**config.mk**
```make
export PLATFORM = sky130hd
export DESIGN_NAME = timer_seq_ctrl
export DESIGN_NICKNAME = d
export VERILOG_FILES = /design/src/rtl/timer_pkg.sv /design/src/rtl/timer_digit.sv /design/src/rtl/timer_seq_ctrl.sv
export SDC_FILE = /design/constraint.sdc
export NUM_CORES = 1
export LEC_CHECK = 0
export BUFFER_PORTS_ARGS = -buffer_cell sky130_fd_sc_hd__buf_2
export CELL_PAD_IN_SITES_DETAIL_PLACEMENT = 1
export CELL_PAD_IN_SITES_GLOBAL_PLACEMENT = 2
export CORE_ASPECT_RATIO = 1.5
export CORE_MARGIN = 2
export CORE_UTILIZATION = 32
export DETAILED_ROUTE_END_ITERATION = 7
export PLACE_DENSITY_LB_ADDON = 0.1
export SYNTH_ARGS = -nofsm -noshare
export SYNTH_HDL_FRONTEND = slang
export SYNTH_SLANG_ARGS = --single-unit
```
**constraint.sdc**
```tcl
create_clock -name clk -period 2.5 [get_ports clk]
set_input_delay 0.125 -clock clk [delete_from_list [all_inputs] [get_ports clk]]
set_output_delay 0.125 -clock clk [all_outputs]
set_load 0.005 [all_outputs]
```
**src/rtl/timer_pkg.sv**
```systemverilog
// -----------------------------------------------------------------------------
// timer_pkg
// Shared types and constants for the cascaded timer controller.
//   STAGE_W        width of one counter stage (a hex digit)
//   timer_state_e  controller FSM encoding (IDLE/RUN/PAUSE/DONE)
//   timer_mode_e   count mode (ONE_SHOT/PERIODIC)
// -----------------------------------------------------------------------------
package timer_pkg;

  localparam int STAGE_W = 4;

  typedef enum logic [1:0] {
    IDLE  = 2'd0,
    RUN   = 2'd1,
    PAUSE = 2'd2,
    DONE  = 2'd3
  } timer_state_e;

  typedef enum logic {
    ONE_SHOT = 1'b0,
    PERIODIC = 1'b1
  } timer_mode_e;

  // True when a stage sits at its maximum value and will carry on the next enable.
  function automatic logic stage_full(input logic [STAGE_W-1:0] v);
    return (v == {STAGE_W{1'b1}});
  endfunction

endpackage

```
**src/rtl/timer_digit.sv**
```systemverilog
// -----------------------------------------------------------------------------
// timer_digit
// One 4-bit synchronous up-counter stage of the timer cascade.
// Ports:
//   clk     rising-edge clock
//   clr     synchronous active-high reset (count to zero)
//   en_i    count enable (carry-in from the lower stages)
//   zero_i  synchronous load of zero, has priority over en_i
//   cnt_o   current stage value
//   tc_o    terminal carry: en_i & (cnt == 4'hF), enables the next stage
// -----------------------------------------------------------------------------
module timer_digit
  import timer_pkg::*;
(
  input  logic               clk,
  input  logic               clr,
  input  logic               en_i,
  input  logic               zero_i,
  output logic [STAGE_W-1:0] cnt_o,
  output logic               tc_o
);

  logic [STAGE_W-1:0] cnt_q;
  logic [STAGE_W-1:0] cnt_d;

  // Stage next value: zero load beats increment, otherwise hold.
  always_comb begin
    cnt_d = cnt_q;
    if (zero_i) begin
      cnt_d = {STAGE_W{1'b0}};
    end else if (en_i) begin
      cnt_d = cnt_q + {{(STAGE_W-1){1'b0}}, 1'b1};
    end else begin
      cnt_d = cnt_q;
    end
  end

  // Stage register with synchronous clear.
  always_ff @(posedge clk) begin
    if (clr) begin
      cnt_q <= {STAGE_W{1'b0}};
    end else begin
      cnt_q <= cnt_d;
    end
  end

  assign cnt_o = cnt_q;
  assign tc_o  = en_i & stage_full(cnt_q);

endmodule

```
**src/rtl/timer_seq_ctrl.sv**
```systemverilog
// -----------------------------------------------------------------------------
// timer_seq_ctrl
// Programmable timer controller: sequences NUM_STAGES cascaded 4-bit stages
// into one CW-bit up-counter, with a valid/ready configuration port,
// start/stop/pause control, a one-cycle tick and a sticky interrupt at
// terminal count.
// Ports:
//   clk, clr               clock, synchronous active-high reset
//   cfg_valid/cfg_ready    configuration handshake (ready in IDLE or DONE)
//   cfg_period, cfg_mode   terminal count P and mode (0 one-shot, 1 periodic)
//   cfg_div                prescaler divide-1 (only with TIMER_PRESCALE_EN)
//   start, stop            single-cycle start/resume and pause requests
//   cnt_out                current count
//   tick                   one-cycle pulse while cnt_out == P in RUN
//   irq, irq_ack           sticky interrupt and its clear
//   busy, state_o          RUN indicator and current FSM state
// Build option: define TIMER_PRESCALE_EN to add the cfg_div prescaler.
// -----------------------------------------------------------------------------
module timer_seq_ctrl
  import timer_pkg::*;
#(
  parameter  int NUM_STAGES = 4,
  localparam int CW         = STAGE_W * NUM_STAGES
) (
  input  logic          clk,
  input  logic          clr,
  input  logic          cfg_valid,
  output logic          cfg_ready,
  input  logic [CW-1:0] cfg_period,
  input  logic          cfg_mode,
`ifdef TIMER_PRESCALE_EN
  input  logic [3:0]    cfg_div,
`endif
  input  logic          start,
  input  logic          stop,
  output logic [CW-1:0] cnt_out,
  output logic          tick,
  output logic          irq,
  input  logic          irq_ack,
  output logic          busy,
  output logic [1:0]    state_o
);

  timer_state_e  state_q, state_d;
  timer_mode_e   mode_q, mode_d;
  logic [CW-1:0] period_q, period_d;
  logic          tick_q, tick_d;
  logic          irq_q, irq_d;

  logic [CW-1:0]       cnt_s;
  logic [CW-1:0]       cnt_inc_s;
  logic [NUM_STAGES:0] en_s;
  logic                cfg_ready_s;
  logic                hs_s;
  logic                run_s;
  logic                adv_s;
  logic                term_s;
  logic                inc_s;
  logic                start_ok_s;
  logic                clear_s;
  logic                zero_s;

  assign cfg_ready_s = (state_q == IDLE) || (state_q == DONE);
  assign hs_s        = cfg_valid & cfg_ready_s;
  assign run_s       = (state_q == RUN);
  assign start_ok_s  = start & (period_q != {CW{1'b0}});

  // Terminal is acted on only on an advancing clock so a prescaled count
  // dwells at P for the full division before wrapping or stopping.
  assign term_s    = run_s & adv_s & (cnt_s == period_q);
  // Stop (with or without start) suppresses counting; terminal wraps/holds.
  assign inc_s     = run_s & adv_s & ~term_s & ~stop;
  assign cnt_inc_s = cnt_s + {{(CW-1){1'b0}}, 1'b1};

`ifdef TIMER_PRESCALE_EN
  logic [3:0] div_q, div_d;
  logic [3:0] presc_q, presc_d;

  assign adv_s = (presc_q == div_q);

  // Prescaler: free-runs in RUN, holds in PAUSE/on stop, zero outside RUN/PAUSE.
  always_comb begin
    div_d   = div_q;
    presc_d = presc_q;
    if (hs_s) begin
      div_d = cfg_div;
    end else begin
      div_d = div_q;
    end
    case (state_q)
      RUN: begin
        if (stop && !term_s) begin
          presc_d = presc_q;
        end else if (adv_s) begin
          presc_d = 4'd0;
        end else begin
          presc_d = presc_q + 4'd1;
        end
      end
      PAUSE:   presc_d = presc_q;
      default: presc_d = 4'd0;
    endcase
  end

  // Prescaler and divider registers.
  always_ff @(posedge clk) begin
    if (clr) begin
      div_q   <= 4'd0;
      presc_q <= 4'd0;
    end else begin
      div_q   <= div_d;
      presc_q <= presc_d;
    end
  end
`else
  assign adv_s = 1'b1;
`endif

  // FSM next state and the cascade zero-load request.
  always_comb begin
    state_d = state_q;
    clear_s = 1'b0;
    case (state_q)
      IDLE: begin
        if (start_ok_s) begin
          state_d = RUN;
          clear_s = 1'b1;
        end else begin
          state_d = IDLE;
        end
      end
      RUN: begin
        if (term_s) begin
          if (mode_q == PERIODIC) begin
            clear_s = 1'b1;
            state_d = stop ? PAUSE : RUN;
          end else begin
            state_d = DONE;
          end
        end else if (stop) begin
          state_d = PAUSE;
        end else begin
          state_d = RUN;
        end
      end
      PAUSE: begin
        if (start) begin
          state_d = RUN;
        end else begin
          state_d = PAUSE;
        end
      end
      DONE: begin
        if (start_ok_s) begin
          state_d = RUN;
          clear_s = 1'b1;
        end else begin
          state_d = DONE;
        end
      end
      default: begin
        state_d = IDLE;
        clear_s = 1'b1;
      end
    endcase
  end

  // Carry out of the top stage cannot occur while cnt <= P; if it ever does,
  // force the whole cascade back to zero rather than leave a torn value.
  assign zero_s = clear_s | en_s[NUM_STAGES];

  // Config capture, tick precompute and sticky interrupt.
  always_comb begin
    period_d = period_q;
    mode_d   = mode_q;
    tick_d   = 1'b0;
    irq_d    = irq_q;
    if (hs_s) begin
      period_d = cfg_period;
      mode_d   = timer_mode_e'(cfg_mode);
    end else begin
      period_d = period_q;
      mode_d   = mode_q;
    end
    // tick is registered, so it is raised on the edge that moves cnt onto P.
    if (inc_s) begin
      tick_d = (cnt_inc_s == period_q);
    end else begin
      tick_d = 1'b0;
    end
    if (term_s) begin
      irq_d = 1'b1;
    end else if (irq_ack) begin
      irq_d = 1'b0;
    end else begin
      irq_d = irq_q;
    end
  end

  // Controller registers.
  always_ff @(posedge clk) begin
    if (clr) begin
      state_q  <= IDLE;
      mode_q   <= ONE_SHOT;
      period_q <= {CW{1'b0}};
      tick_q   <= 1'b0;
      irq_q    <= 1'b0;
    end else begin
      state_q  <= state_d;
      mode_q   <= mode_d;
      period_q <= period_d;
      tick_q   <= tick_d;
      irq_q    <= irq_d;
    end
  end

  // Stage i counts when all lower stages are at F: en[i+1] = tc[i].
  assign en_s[0] = inc_s;

  for (genvar i = 0; i < NUM_STAGES; i++) begin : g_stage
    timer_digit u_digit (
      .clk    (clk),
      .clr    (clr),
      .en_i   (en_s[i]),
      .zero_i (zero_s),
      .cnt_o  (cnt_s[i*STAGE_W +: STAGE_W]),
      .tc_o   (en_s[i+1])
    );
  end

  assign cfg_ready = cfg_ready_s;
  assign cnt_out   = cnt_s;
  assign tick      = tick_q;
  assign irq       = irq_q;
  assign busy      = run_s;
  assign state_o   = state_q;

endmodule

```
; Yosys cells after proc, flatten, opt, wreduce, memory -nomap -nowiden
; Index checks and enable logic that the tools add are counted.
[op_classes]
n_eq_ne = 9
n_mux = 13
reduce_logical = 7
n_addsub = 5
bitwise_logic = 13
[op_table]
columns = cell, count
row1 = $eq A16 B16 Y1, 2
row2 = $add A16 B1 Y16 const B, 1
row3 = $add A4 B1 Y4 const B, 4
row4 = $eq A4 B4 Y1 const B, 4
row5 = $reduce_bool A16 Y1, 1
row6 = $mux W2, 5
row7 = $and A1 B1 Y1, 9
row8 = $pmux W2 S4, 1
row9 = $mux W1, 6
row10 = $reduce_or A2 Y1, 3
row11 = $eq A2 B2 Y1 const B, 2
row12 = $not A1 Y1, 3
row13 = $eq A2 B1 Y1 const B, 1
row14 = $logic_not A2 Y1, 1
row15 = $pmux W1 S2, 1
row16 = $reduce_bool A2 Y1, 1
row17 = $logic_or A1 B1 Y1, 1
row18 = $or A1 B1 Y1, 1
[totals]
reg_bits = 37
out_inout_bits = 22
input_bits = 23
word_cells = 56

; Logic depth before layout (Yosys ltp)
; Gate-level depths: netlist of the first run.
[depth]
word_depth = 11
ltp_mapped = 7

; Modules after synthesis
; A second synthesis of the first run with hierarchy kept.
[unflattened]
hier_cells = 279
hier_area_um2 = 2449.8
[modules_own_cells]
columns = module, seq_area_each_um2, cells_each, instances, area_each_um2
row1 = timer_seq_ctrl, 420.4, 207, 1, 1564.0
row2 = timer_digit, 80.1, 18, 4, 221.5

; Worst setup path after synthesis of the first run
; OpenSTA, ideal clock, no wires.
[synth_timing]
path_kind = register -> register
start = reg g_stage[0].u_digit.cnt_q[0]
end = reg g_stage[1].u_digit.cnt_q[0]
t_arrival_ps = 1946
slack_ps = 420
setup_time_ps = 134
synth_period_minus_slack_ps = 2080
required_time_ps = 2366
n_path_buf = 1
path_stages_with_launch = 8
path_cell_list = dfxtp_1 -> ha_1 -> nand3_1 -> nor3_2 -> nand2_1 -> nor3_1 -> buf_4 -> a211oi_1
[synth_via]
elab_chain_cells = 11
[synth_rtl]
columns = element, line
row1 = from (decl), timer_digit.sv:23  ; logic [STAGE_W-1:0] cnt_q;
row2 = from (signal assigned), timer_digit.sv:41  ; cnt_q <= {STAGE_W{1'b0}};
row3 = from (signal assigned), timer_digit.sv:43  ; cnt_q <= cnt_d;
row4 = $eq A16 B16 Y1, timer_seq_ctrl.sv:70  ; assign term_s = run_s & adv_s & (cnt_s == period_q);
row5 = $and A1 B1 Y1, timer_seq_ctrl.sv:70
row6 = $not A1 Y1, timer_seq_ctrl.sv:72  ; assign inc_s = run_s & adv_s & ~term_s & ~stop;
row7 = $and A1 B1 Y1 (2 in a row), timer_seq_ctrl.sv:72
row8 = $and A1 B1 Y1 (4 in a row), timer_digit.sv:48  ; assign tc_o = en_i & stage_full(cnt_q);
row9 = $or A1 B1 Y1, timer_seq_ctrl.sv:170  ; assign zero_s = clear_s | en_s[NUM_STAGES];
row10 = $reduce_or A2 Y1 (no line), -
row11 = to (signal assigned), timer_digit.sv:41
row12 = to (signal assigned), timer_digit.sv:43
row13 = to (decl), timer_digit.sv:23
; Several ways; a longest one is shown, not always the timed one.
; A chain may end at the register's enable or synchronous reset.

; Final worst setup path of the first run
[layout_timing]
start = reg g_stage[0].u_digit.cnt_q[0]
end = reg g_stage[2].u_digit.cnt_q[1]
[layout_via]
elab_chain_cells = 11
[layout_rtl]
columns = element, line
row1 = $eq A16 B16 Y1, timer_seq_ctrl.sv:70
row2 = $and A1 B1 Y1, timer_seq_ctrl.sv:70
row3 = $not A1 Y1, timer_seq_ctrl.sv:72
row4 = $and A1 B1 Y1 (2 in a row), timer_seq_ctrl.sv:72
row5 = $and A1 B1 Y1 (4 in a row), timer_digit.sv:48
row6 = $or A1 B1 Y1, timer_seq_ctrl.sv:170
row7 = $reduce_or A2 Y1 (no line), -
row8 = to (signal assigned), timer_digit.sv:41
row9 = to (signal assigned), timer_digit.sv:43
row10 = to (decl), timer_digit.sv:23
; Several ways; a longest one is shown, not always the timed one.

==> impl_metrics.tcl, run 1 <==
set metrics [dict create \
    status "finished clean" \
    drive_gt1_share_pct 21.5 \
    syn_nets 317 \
    die_x_um 73.0 \
    num-fill-cells 859 \
    slew_violations 0 \
    crit_path_end_kind "flop" \
    p_int_mw 0.988 \
    netlist_instances 285 \
    synth_edf_count 0 \
    hold_path_end "period_q[0]" \
    tightestPinTransition_ns 0.616 \
    grt_max_degree 33 \
    cp_cell_sequence "ha_1 > nand3_1 > nor3_2 > nand2_1 > nor3_1 > buf_4 > a211oi_1" \
    hp-start "cfg_period[0]" \
    track_usage_pct 19.7 \
    dieArea_mm2 0.00785 \
    vdd_drop_max_mv 0.208 \
    r2r_start "g_stage[0].u_digit.cnt_o[0]" \
    cts_max_path_buffers 2 \
    p_comb_share_pct 21.0 \
    async_reset_ff_share_pct 0 \
    start_util_pct 33.2 \
    areaGrowthSynthToFinish_pct 19.7 \
    dp_hpwl_mm 5.55 \
    r2r_cells 7 \
    regArea_um2 741 \
    avgSynthCellArea_um2 8.03 \
    rsz0062_at_grt "no" \
    path_buf_inv 1 \
    critPathMaxStageDelay_ns 0.48 \
    cp-start-kind "flop" \
    hold_viol 0 \
    leakagePower_nw 1.09 \
    vias 2289 \
    syn_area_mm2 0.00229 \
    cp.required_ns 2.68 \
    synth-seq-area-share_pct 32.4 \
    ios 45 \
    seqPwrFrac_pct 45.3 \
    post-place-ws_ns 0.330 \
    r2r_slack_ns 0.24 \
    drc 0 \
    die_y_um 108 \
    multiInputGateArea_mm2 0.00143 \
    crit_path_start "g_stage[0].u_digit.cnt_o[0]" \
    cts_root_buf "clkbuf_8" \
    setup_tns_ns 0 \
    critPathMaxFanout 10 \
    p_per_area_mw_per_mm2 522 \
    reg2reg_to "g_stage[2].u_digit.cnt_o[1]" \
    drv_cap 0 \
    p_switching_mw 0.442 \
    min-delay-path-class "input pin to flop" \
    yosys_warnings 0 \
    skew_ns 0.00513 \
    core_mm2 0.00690 \
    grt_pass1_wl_mm 11.9 \
    final_nets 366 \
    via_per_inst 5.54 \
    cts_num_sinks 37 \
    period_needed_ns 2.26 \
    fin_ws_ns 0.236 \
    wl_mm 7.20 \
    ant_nets 0 \
    antenna_found_initial 0 \
    timing.fmax_mhz 442 \
    clockPowerShare_pct 33.7 \
    cp_slowest_cell "dfxtp_1" \
    diodes 0 \
    drt_pass1_iterations 6 \
    synth_flop_cell "dfxtp_1" \
    cts_hold_buffers 0 \
    ys_types 43 \
    htree_levels 2 \
    drt_iter0_drc 54 \
    relSlewSlack_pct 58.8 \
    post-cts-setup-buffers 0 \
    cts_tree "yes" \
    io_buffers 44 \
    wl_per_cell_um 17.4 \
    clk_pin_slew_worst_paths_ns 0.08 \
    finalSetupViolCount 0 \
    finalCritPeriodShare_pct 90.6 \
    arrival_ns 2.45 \
    cts_resized 0 \
    cpLargestDelayFamily "simple AND/OR/NAND/NOR gates" \
    swShare_pct 30.9 \
    hold_path_depth 3 \
    ys_seq_elements 37 \
    finalWeightedCongestion 0.817 \
    cts_buffers 5 \
    grt_pass1_vias 2345 \
    grt_overflow 0 \
    fp-row-count 37 \
    insertion_delay_ns 0.29 \
    crit_type "flop to flop" \
]
==> cells in the final DEF (no fill, tap or decap), types with 2 or more instances in the layout <==
cell type | synthesis | layout
nand2b_1 | 2 | 2
buf_2 | 5 | 44
inv_1 | 7 | 7
nor2b_1 | 3 | 3
and3_1 | 5 | 5
a221oi_1 | 2 | 2
or3_1 | 12 | 12
or4_1 | 3 | 3
o31ai_1 | 4 | 4
buf_4 | 3 | 13
a211oi_2 | 2 | 2
nor4b_1 | 2 | 2
and4_4 | 2 | 2
a21oi_1 | 25 | 25
nor3_1 | 5 | 5
xnor2_1 | 11 | 11
and4_1 | 2 | 2
o21ai_0 | 15 | 15
a2111oi_0 | 3 | 3
nor2_1 | 6 | 6
ha_1 | 9 | 9
a211oi_1 | 16 | 16
nand4_1 | 6 | 6
clkbuf_8 | 0 | 7
xor2_1 | 13 | 13
nor4_1 | 8 | 8
nand2_1 | 44 | 44
dfxtp_1 | 37 | 37
nand3_1 | 14 | 14
==> worst reg2reg max path: stages, from the launching register on <==
cell	delay (ns)
dfxtp_1	0.48
ha_1	0.30
nand3_1	0.20
nor3_2	0.48
nand2_1	0.17
nor3_1	0.23
buf_4	0.24
a211oi_1	0.07
==> layer usage <==
metal  share of wire (%)  global-route usage [%]  up-vias
met4                 2.2                    7.14        0
met2                  52                    35.6       45
met1                  43                    22.6     1084
li1                    -                       -     1147
met3                 3.0                    3.37       13
met5                   0                       0        -
==> synth_stat cells, types with 4 or more instances <==
library cell  number  share of area (%)
a211oi_1          16                5.3
a21oi_1           25                5.5
and3_1             5                1.4
buf_2              5                1.1
clkbuf_1           5               0.82
dfxtp_1           37                 32
ha_1               9                4.9
inv_1              7                1.1
nand2_1           44                7.2
nand3_1           14                3.1
nand4_1            6                1.6
nor2_1             6               0.98
nor3_1             5                1.1
nor4_1             8                2.2
o21ai_0           15                3.3
o31ai_1            4                1.3
or3_1             12                3.3
xnor2_1           11                4.2
xor2_1            13                5.0
==> registers in the layout, summed over array words and instances, names as in the netlist <==
name / count
tick: 1
irq: 1
state_o: 2
mode_q: 1
g_stage.u_digit.cnt_o: 16
period_q: 16
==> final cells by class <==
| cell class | instances | share of cell area (%) |
|---|---|---|
| inverter | 7 | 0.960 |
| multi-input combinational | 225 | 52.4 |
| tap | 78 | 3.56 |
| timing repair buffer | 58 | 12.3 |
| clock buffer | 7 | 3.52 |
| sequential | 37 | 27.1 |
| clock inverter | 1 | 0.183 |
==> how the worst max path moves through the flow <==
stage                                        endpoint  slack [ns]  depth (start not counted)
final                     g_stage[2].u_digit.cnt_o[1]        0.24                          7
after global routing                             tick        0.03                          6
after CTS                 g_stage[3].u_digit.cnt_o[0]        0.27                          6
after detailed placement                         tick        0.33                          6
after global placement                           tick        0.36                          6
after floorplan           g_stage[1].u_digit.cnt_o[0]        0.42                          7
==> logic make-up (layout without fill, tap and decap cells) <==
logic type / count (synthesis) / count (layout) / share of synthesized area [%]
XOR/XNOR: 24 / 24 / 9.19
AND/OR/NAND/NOR: 119 / 119 / 27.5
buffers and inverters: 23 / 73 / 4.92
adder cells (fa/ha/maj): 9 / 9 / 4.92
flip-flops: 37 / 37 / 32.4
AO/OA/AOI/OAI: 73 / 73 / 21.1
==> through the flow <==
| step | cell area [um2] | instances | total power, mW | utilization (%) | hold WS, ns |
|---|---|---|---|---|---|
| final | 2740 | 413 | 1.43 | 39.7 | 0.0637 |
| after detailed placement | 2640 | 405 | 0.968 | 38.2 | 0.373 |
| after CTS | 2740 | 413 | 1.45 | 39.7 | 0.0577 |
| after global routing | 2740 | 413 | 1.51 | 39.7 | 0.0709 |
| after global placement | 2640 | 405 | 0.966 | 38.2 | 0.365 |
| after floorplan | 2290 | 285 | 0.849 | - | 0.261 |
==> power by group through the flow <==
| stage | Clock, mW | Sequential (mW) | Combinational (mW) |
|---|---|---|---|
| 3_3_place_gp | 0 | 0.662 | 0.303 |
| 5_1_grt | 0.522 | 0.654 | 0.338 |
| 6_report | 0.481 | 0.648 | 0.300 |
| 3_5_place_dp | 0 | 0.663 | 0.305 |
| 2_1_floorplan | 0 | 0.654 | 0.194 |
| 4_1_cts | 0.494 | 0.649 | 0.306 |
Note: power is estimated with default switching activity, not from simulation.
==> run 2, diff against run 1 <==
--- a/config.mk
+++ b/config.mk
@@ -10,9 +10,10 @@
 export CELL_PAD_IN_SITES_GLOBAL_PLACEMENT = 2
 export CORE_ASPECT_RATIO = 1.5
 export CORE_MARGIN = 2
-export CORE_UTILIZATION = 32
+export CORE_UTILIZATION = 33
 export DETAILED_ROUTE_END_ITERATION = 7
 export PLACE_DENSITY_LB_ADDON = 0.1
 export SYNTH_ARGS = -nofsm -noshare
 export SYNTH_HDL_FRONTEND = slang
+export SYNTH_HIERARCHICAL = 1
 export SYNTH_SLANG_ARGS = --single-unit
==> run 2 against run 1 <==
  * Fmax is 11% lower
  * Setup slack got worse by 0.28 ns
  * Die area up 3.7%
  * Synthesized area is 7.1% higher
  * Via count increased by 8.4%
  * Critical endpoint is now g_stage[1].u_digit/cnt_o[3]
  * Clock skew up 0.0038 ns
  * The flow now finishes with violations (setup timing)
  * Sequential power down 1%
  * Synthesized cell count shrank 2.1%
  * Final cell count up 15%
  * Non-clock buffer count rose by 44
==> impl_metrics.tcl, run 2 <==
set metrics [dict create \
    final_nets 409 \
    finalWeightedCongestion 0.883 \
    cts_max_path_buffers 2 \
    yosysTopAreaCell "dfxtp_1" \
    hold_viol 0 \
    crit_path_end_kind "flop" \
    grt_max_degree 41 \
    multiInputGateArea_mm2 0.00181 \
    cp_cell_sequence "xor2_2 > nand2b_4 > nor4_4 > a21oi_2 > and4_4 > and4_4 > and4_4 > and4_4 > o21bai_4 > nor3_2 > mux2_4" \
    hold_path_end "period_q[11]" \
    min-delay-path-class "input pin to flop" \
    grt_pass1_vias 2534 \
    areaGrowthSynthToFinish_pct 41.9 \
    crit_top_cell "and4_4" \
    synthMostInstantiatedCell "nand2_1" \
    arrival_ns 2.72 \
    synth_area_leaders "dfxtp_1 30%, nand2_1 7.0%, xnor2_1 6.1%" \
    cp_slowest_cell "dfxtp_1" \
    fp-row-count 38 \
    antenna_found_initial 0 \
    status "finished, violations left" \
    cp.required_ns 2.68 \
    netlist_instances 279 \
    drt_iter0_drc 76 \
    drt_pass1_iterations 4 \
    relSlewSlack_pct 53.2 \
    hold_path_depth 3 \
    rsz0062_at_grt "yes" \
    drc 0 \
    fin_ws_ns -0.0436 \
    via_per_inst 5.20 \
    cts_tree "yes" \
    leakagePower_nw 1.47 \
    failed_checks "setup timing" \
    async_reset_ff_share_pct 0 \
    dp_hpwl_mm 6.67 \
    grt_pass1_wl_mm 13.5 \
    regArea_um2 773 \
    r2r_cells 11 \
    yosys_warnings 6 \
    synth_flop_cell "dfxtp_1" \
    vias 2481 \
    drive_gt1_share_pct 47.7 \
    hp-start "cfg_period[11]" \
    ant_nets 0 \
    timing.fmax_mhz 393 \
    tightestPinTransition_ns 0.693 \
    avgSynthCellArea_um2 8.78 \
    diodes 0 \
    dieArea_mm2 0.00814 \
    finalCritPeriodShare_pct 102 \
    track_usage_pct 22.3 \
    io_buffers 44 \
    r2r_slack_ns -0.04 \
    skew_ns 0.00894 \
    ios 45 \
    critPathMaxStageDelay_ns 0.38 \
    synth-seq-area-share_pct 30.2 \
    die_y_um 110 \
    reg2reg_to "g_stage[1].u_digit/cnt_o[3]" \
    core_mm2 0.00723 \
    cts_root_buf "clkbuf_8" \
    syn_area_mm2 0.00245 \
    netlist.area_leader.share_pct 30.2 \
    wl_per_cell_um 18.3 \
    finalSetupViolCount 4 \
    final_cell_mix "57 x buf_4, 46 x nand2_1, 44 x buf_2" \
    cts_hold_buffers 0 \
    fin_util_pct 48.1 \
    crit_type "flop to flop" \
    cts_buffers 5 \
    post-place-ws_ns -0.0704 \
    final_cells 477 \
    die_x_um 74.4 \
    cts_num_sinks 37 \
    critPathMaxFanout 7 \
    syn_nets 312 \
    drv_cap 0 \
    dp.cells 465 \
    layout_commonest_cell "buf_4" \
    start_util_pct 33.9 \
    r2r_start "period_q[4]" \
    htree_levels 2 \
    cp-start-kind "flop" \
    ys_seq_elements 37 \
    clk_pin_slew_worst_paths_ns 0.07 \
    synthTopCellsByCount "46 x nand2_1, 37 x dfxtp_1, 22 x a21oi_1, 17 x xnor2_1, 15 x nor3_1" \
    insertion_delay_ns 0.29 \
    slew_violations 0 \
    num-fill-cells 882 \
    period_needed_ns 2.54 \
    wl_mm 8.71 \
    synth_edf_count 0 \
    grt_overflow 0 \
    ys_types 52 \
    vdd_drop_max_mv 0.203 \
    p_per_area_mw_per_mm2 424 \
]
## run 2: cell count changes in the layout (fill, tap and decap cells not counted), moves of 8 or more
cell,delta
nor3_1,+8
a211oi_1,-16
xor2_1,-11
dfxtp_1,-18
dfxtp_2,+14
or3_1,-11
buf_4,+44
nand3_1,-9
## run 2: kinds of logic (layout without fill, tap and decap cells)
group / count (synthesis) / in the layout / share of synthesized area, %
buf+inv: 21 / 118 / 5.26
compound gates: 55 / 56 / 15.8
fa+ha+maj: 10 / 10 / 5.11
xor+xnor: 26 / 26 / 9.30
flops: 37 / 37 / 30.2
mux: 9 / 9 / 4.49
simple gates: 121 / 121 / 29.8
## run 2: worst max-delay path by stage
stage | slack [ns] | startpoint | endpoint | depth (start not counted)
floorplan | -0.47 | g_stage[0].u_digit/cnt_o[2] | g_stage[2].u_digit/cnt_o[3] | 16
global placement | 0.005 | period_q[13] | g_stage[1].u_digit/cnt_o[3] | 11
detailed placement | -0.07 | period_q[13] | g_stage[1].u_digit/cnt_o[3] | 11
CTS | -0.004 | g_stage[3].u_digit/cnt_o[1] | g_stage[0].u_digit/cnt_o[3] | 11
global route | -0.11 | period_q[4] | g_stage[1].u_digit/cnt_o[3] | 11
finish | -0.04 | period_q[4] | g_stage[1].u_digit/cnt_o[3] | 11
## run 2: report_power, final
| group | internal [mW] | switching [mW] |
|---|---|---|
| Sequential | 0.613 | 0.0265 |
| Combinational | 0.200 | 0.221 |
| Clock | 0.198 | 0.216 |
| Total | 1.01 | 0.464 |
## run 2: stage by stage
stage / cell area, um2 / hold WS [ns] / total power [mW] / setup TNS (ns)
finish: 3480 / 0.0640 / 1.48 / -0.0828
global route: 3480 / 0.0698 / 1.56 / -0.619
CTS: 3380 / 0.0606 / 1.47 / -0.00429
detailed placement: 3240 / 0.373 / 1.03 / -0.514
global placement: 3240 / 0.371 / 1.03 / 0
floorplan: 2580 / 0.189 / 0.853 / -5.87
## run 2: area by class of cell
type,count,area share [%]
Sequential cell,37,22.2
Multi-Input combinational cell,222,52.0
Clock buffer,8,2.30
Inverter,8,0.864
Tap cell,100,3.60
Timing Repair Buffer,102,19.0
## run 2: metal layers
layer	track usage, %	up-vias	wire length [um]
li1	-	1202	-
met1	24.4	1225	3400
met2	43.8	42	4920
met3	2.38	12	194
met4	6.63	0	199
met5	0	-	0
## run 2: worst max-delay path, delay by kind of cell (launching register included)
family / cells / cell delay, ns
AOI/OAI and AO/OA: 2 / 0.37
xor gates and xnor gates: 1 / 0.20
DFF: 1 / 0.38
muxes: 1 / 0.29
and+or+nand+nor: 7 / 1.19
## run 2: repair_timing
item | in CTS | in global routing
buffers inserted | 1 | 2
setup endpoints to repair | 14 | 15
resized for setup | 7 | 15
gates cloned | 1 | 0
pin swaps | 6 | 5
==> run 3, diff against run 2 <==
--- a/config.mk
+++ b/config.mk
@@ -5,12 +5,13 @@
 export SDC_FILE = /design/constraint.sdc
 export NUM_CORES = 1
 export LEC_CHECK = 0
+export ABC_AREA = 1
 export BUFFER_PORTS_ARGS = -buffer_cell sky130_fd_sc_hd__buf_2
 export CELL_PAD_IN_SITES_DETAIL_PLACEMENT = 1
 export CELL_PAD_IN_SITES_GLOBAL_PLACEMENT = 2
 export CORE_ASPECT_RATIO = 1.5
 export CORE_MARGIN = 2
-export CORE_UTILIZATION = 33
+export CORE_UTILIZATION = 29
 export DETAILED_ROUTE_END_ITERATION = 7
 export PLACE_DENSITY_LB_ADDON = 0.1
 export SYNTH_ARGS = -nofsm -noshare
==> run 3 against run 2 <==
  * The run now ends clean
  * Synthesized area fell by 1.5%
  * Via count increased by 9.9%
  * Highest routed layer unchanged
  * Synthesized cell count increased by 41%
  * Critical path type unchanged
  * Register-to-register slack improved by 0.29 ns
  * Largest cell class unchanged
==> impl_metrics.tcl, run 3 <==
set metrics [dict create \
    status "finished clean" \
    grt_pass1_vias 2850 \
    timing.fmax_mhz 444 \
    finalSetupViolCount 0 \
    final_cell_mix "118 x nand2_1, 60 x inv_1, 44 x buf_2" \
    synth_edf_count 0 \
    avgSynthCellArea_um2 6.13 \
    num-fill-cells 1081 \
    ios 45 \
    cts_buffers 5 \
    core_mm2 0.00806 \
    cp.required_ns 2.71 \
    synthTopCellsByCount "120 x nand2_1, 60 x inv_1, 45 x nor2_1, 37 x dfxtp_1, 29 x a21oi_1" \
    finalWeightedCongestion 0.792 \
    slew_violations 0 \
    start_util_pct 30.0 \
    cts_num_sinks 37 \
    crit_top_cell "nor2_4" \
    cp_cell_sequence "inv_1 > nand2_1 > nand2_1 > nand2_1 > nor2_1 > nand2_1 > nor2_4 > nor2_4 > nand3_2 > nor2_4 > nand3_2 > nor2_4 > nand3_2 > nor2_4 > nand3_1 > nor2_1 > inv_1 > nand2_4 > nor2_2 > o21ai_0 > a21oi_1" \
    track_usage_pct 18.8 \
    setup_tns_ns 0 \
    final_nets 517 \
    via_per_inst 4.62 \
    diodes 0 \
    layout_commonest_cell "nand2_1" \
    fin_ws_ns 0.248 \
    drt_iter0_drc 104 \
    cp-start-kind "flop" \
    skew_ns 0.00708 \
    wl_met3_um 160 \
    vias 2727 \
    grt_pass1_wl_mm 13.3 \
    cts_max_path_buffers 2 \
    wl_per_cell_um 13.6 \
    drc 0 \
    antenna_found_initial 0 \
    wl_met1_mm 3.21 \
    crit_type "flop to flop" \
    r2r_slack_ns 0.25 \
    cpLargestDelayFamily "simple AND/OR/NAND/NOR gates" \
    synthMostInstantiatedCell "nand2_1" \
    async_reset_ff_share_pct 0 \
    hold_viol 0 \
    placed_area_mm2 0.00314 \
    period_needed_ns 2.25 \
    critPathMaxStageDelay_ns 0.32 \
    finalCritPeriodShare_pct 90.1 \
    htree_levels 2 \
    multiInputGateArea_mm2 0.00151 \
    min-delay-path-class "input pin to flop" \
    syn_nets 427 \
    dieArea_mm2 0.00908 \
    io_buffers 44 \
    yosysTopAreaCell "dfxtp_1" \
    cts_root_buf "clkbuf_16" \
    cp_slowest_cell "dfxtp_2" \
    design_area_mm2 0.00333 \
    die_y_um 116 \
    wl_mm 8.00 \
    regArea_um2 771 \
    crit_path_end_kind "flop" \
    fp-row-count 40 \
    top_layer "met4" \
    syn_area_mm2 0.00241 \
    dp.cells 580 \
    synth-seq-area-share_pct 30.7 \
    critPathMaxFanout 4 \
    netlist_instances 394 \
    synth_flop_cell "dfxtp_1" \
    drive_gt1_share_pct 30.9 \
    clk_pin_slew_worst_paths_ns 0.06 \
    synth_area_leaders "dfxtp_1 31%, nand2_1 19%, inv_1 9.3%" \
    leakagePower_nw 1.55 \
    vdd_drop_max_mv 0.234 \
    grt_max_degree 33 \
    cts_tree "yes" \
    die_x_um 78.5 \
    arrival_ns 2.47 \
    p_per_area_mw_per_mm2 483 \
    ys_seq_elements 37 \
    drt_pass1_iterations 4 \
    total_power_mw 1.61 \
    grt_overflow 0 \
    relSlewSlack_pct 60.6 \
    ant_nets 0 \
    insertion_delay_ns 0.29 \
    tightestPinTransition_ns 0.591 \
    netlist.area_leader.share_pct 30.7 \
    post-place-ws_ns -0.0719 \
    ys_types 25 \
    yosys_warnings 6 \
    areaGrowthSynthToFinish_pct 37.8 \
    cts_hold_buffers 0 \
    dp_hpwl_mm 6.49 \
    final_cells 590 \
    path_buf_inv 2 \
    drv_cap 0 \
    wl_met2_mm 4.56 \
]
run 3: cell types whose count changed in the layout (fill, tap and decap cells not counted), sizes merged, moves of 6 or more:
cell,change
inv,+54
nor3,-14
a21oi,+7
o21ai,+19
nor4,-8
nand2,+77
nor2,+53
xnor2,-15
buf,-15
and4,-6
nand3,+11
xor2,-8
run 3: worst reg2reg max path: cells and delay by family (launching register included):
family | cells | cell delay, ns
DFF | 1 | 0.32
buffers and inverters | 2 | 0.15
AOI/OAI and AO/OA | 2 | 0.23
and+or+nand+nor | 17 | 1.48
run 3: stage by stage:
| step | utilization (%) | hold slack, ns |
|---|---|---|
| 3_5_place_dp | 39.0 | 0.395 |
| 2_1_floorplan | - | 0.194 |
| 5_1_grt | 41.3 | 0.119 |
| 3_3_place_gp | 39.0 | 0.382 |
| 4_1_cts | 40.9 | 0.0891 |
| 6_report | 41.3 | 0.0920 |
run 3: kinds of logic after synthesis:
family                     Yosys count  share of synthesized area (%)
xor gates and xnor gates             3                           1.09
adders and majority gates           10                           5.18
AOI/OAI and AO/OA                   61                           13.3
buffers and inverters               66                           10.3
DFF                                 37                           30.7
and+or+nand+nor                    217                           39.5
run 3: timing repair:
item                                    CTS  global route
gates resized for setup                   1            14
pin swaps                                 1             8
endpoints found under the setup margin   16            16
buffers inserted                          1             1
run 3: area by class of cell:
| type | count | share of cell area [%] |
|---|---|---|
| multi-input combinational | 291 | 45.3 |
| sequential | 37 | 23.2 |
| timing repair buffer | 87 | 16.3 |
| inverter | 62 | 7.00 |
| tap | 105 | 3.95 |
| clock buffer | 5 | 3.76 |
| clock inverter | 3 | 0.527 |
run 3: final timing paths:
kind | end | startpoint | depth (start not counted)
worst min register to register | irq | irq | 2
worst max register to register | g_stage[1].u_digit/cnt_o[0] | period_q[9] | 21
worst min-delay path | irq | irq_ack | 4
worst max-delay path | g_stage[1].u_digit/cnt_o[0] | period_q[9] | 21
run 3: per-layer routing:
layer  GRT usage (%)  vias to the layer above
li1                -                     1420
met3            3.04                        5
met4            4.91                        0
met5               0                        -
met1            18.9                     1274
met2            39.1                       28
run 3: where the power goes:
group	switching, mW	internal [mW]	total [mW]
combinational	0.200	0.141	0.340
sequential	0.0189	0.619	0.638
clock	0.263	0.366	0.629
total	0.482	1.13	1.61
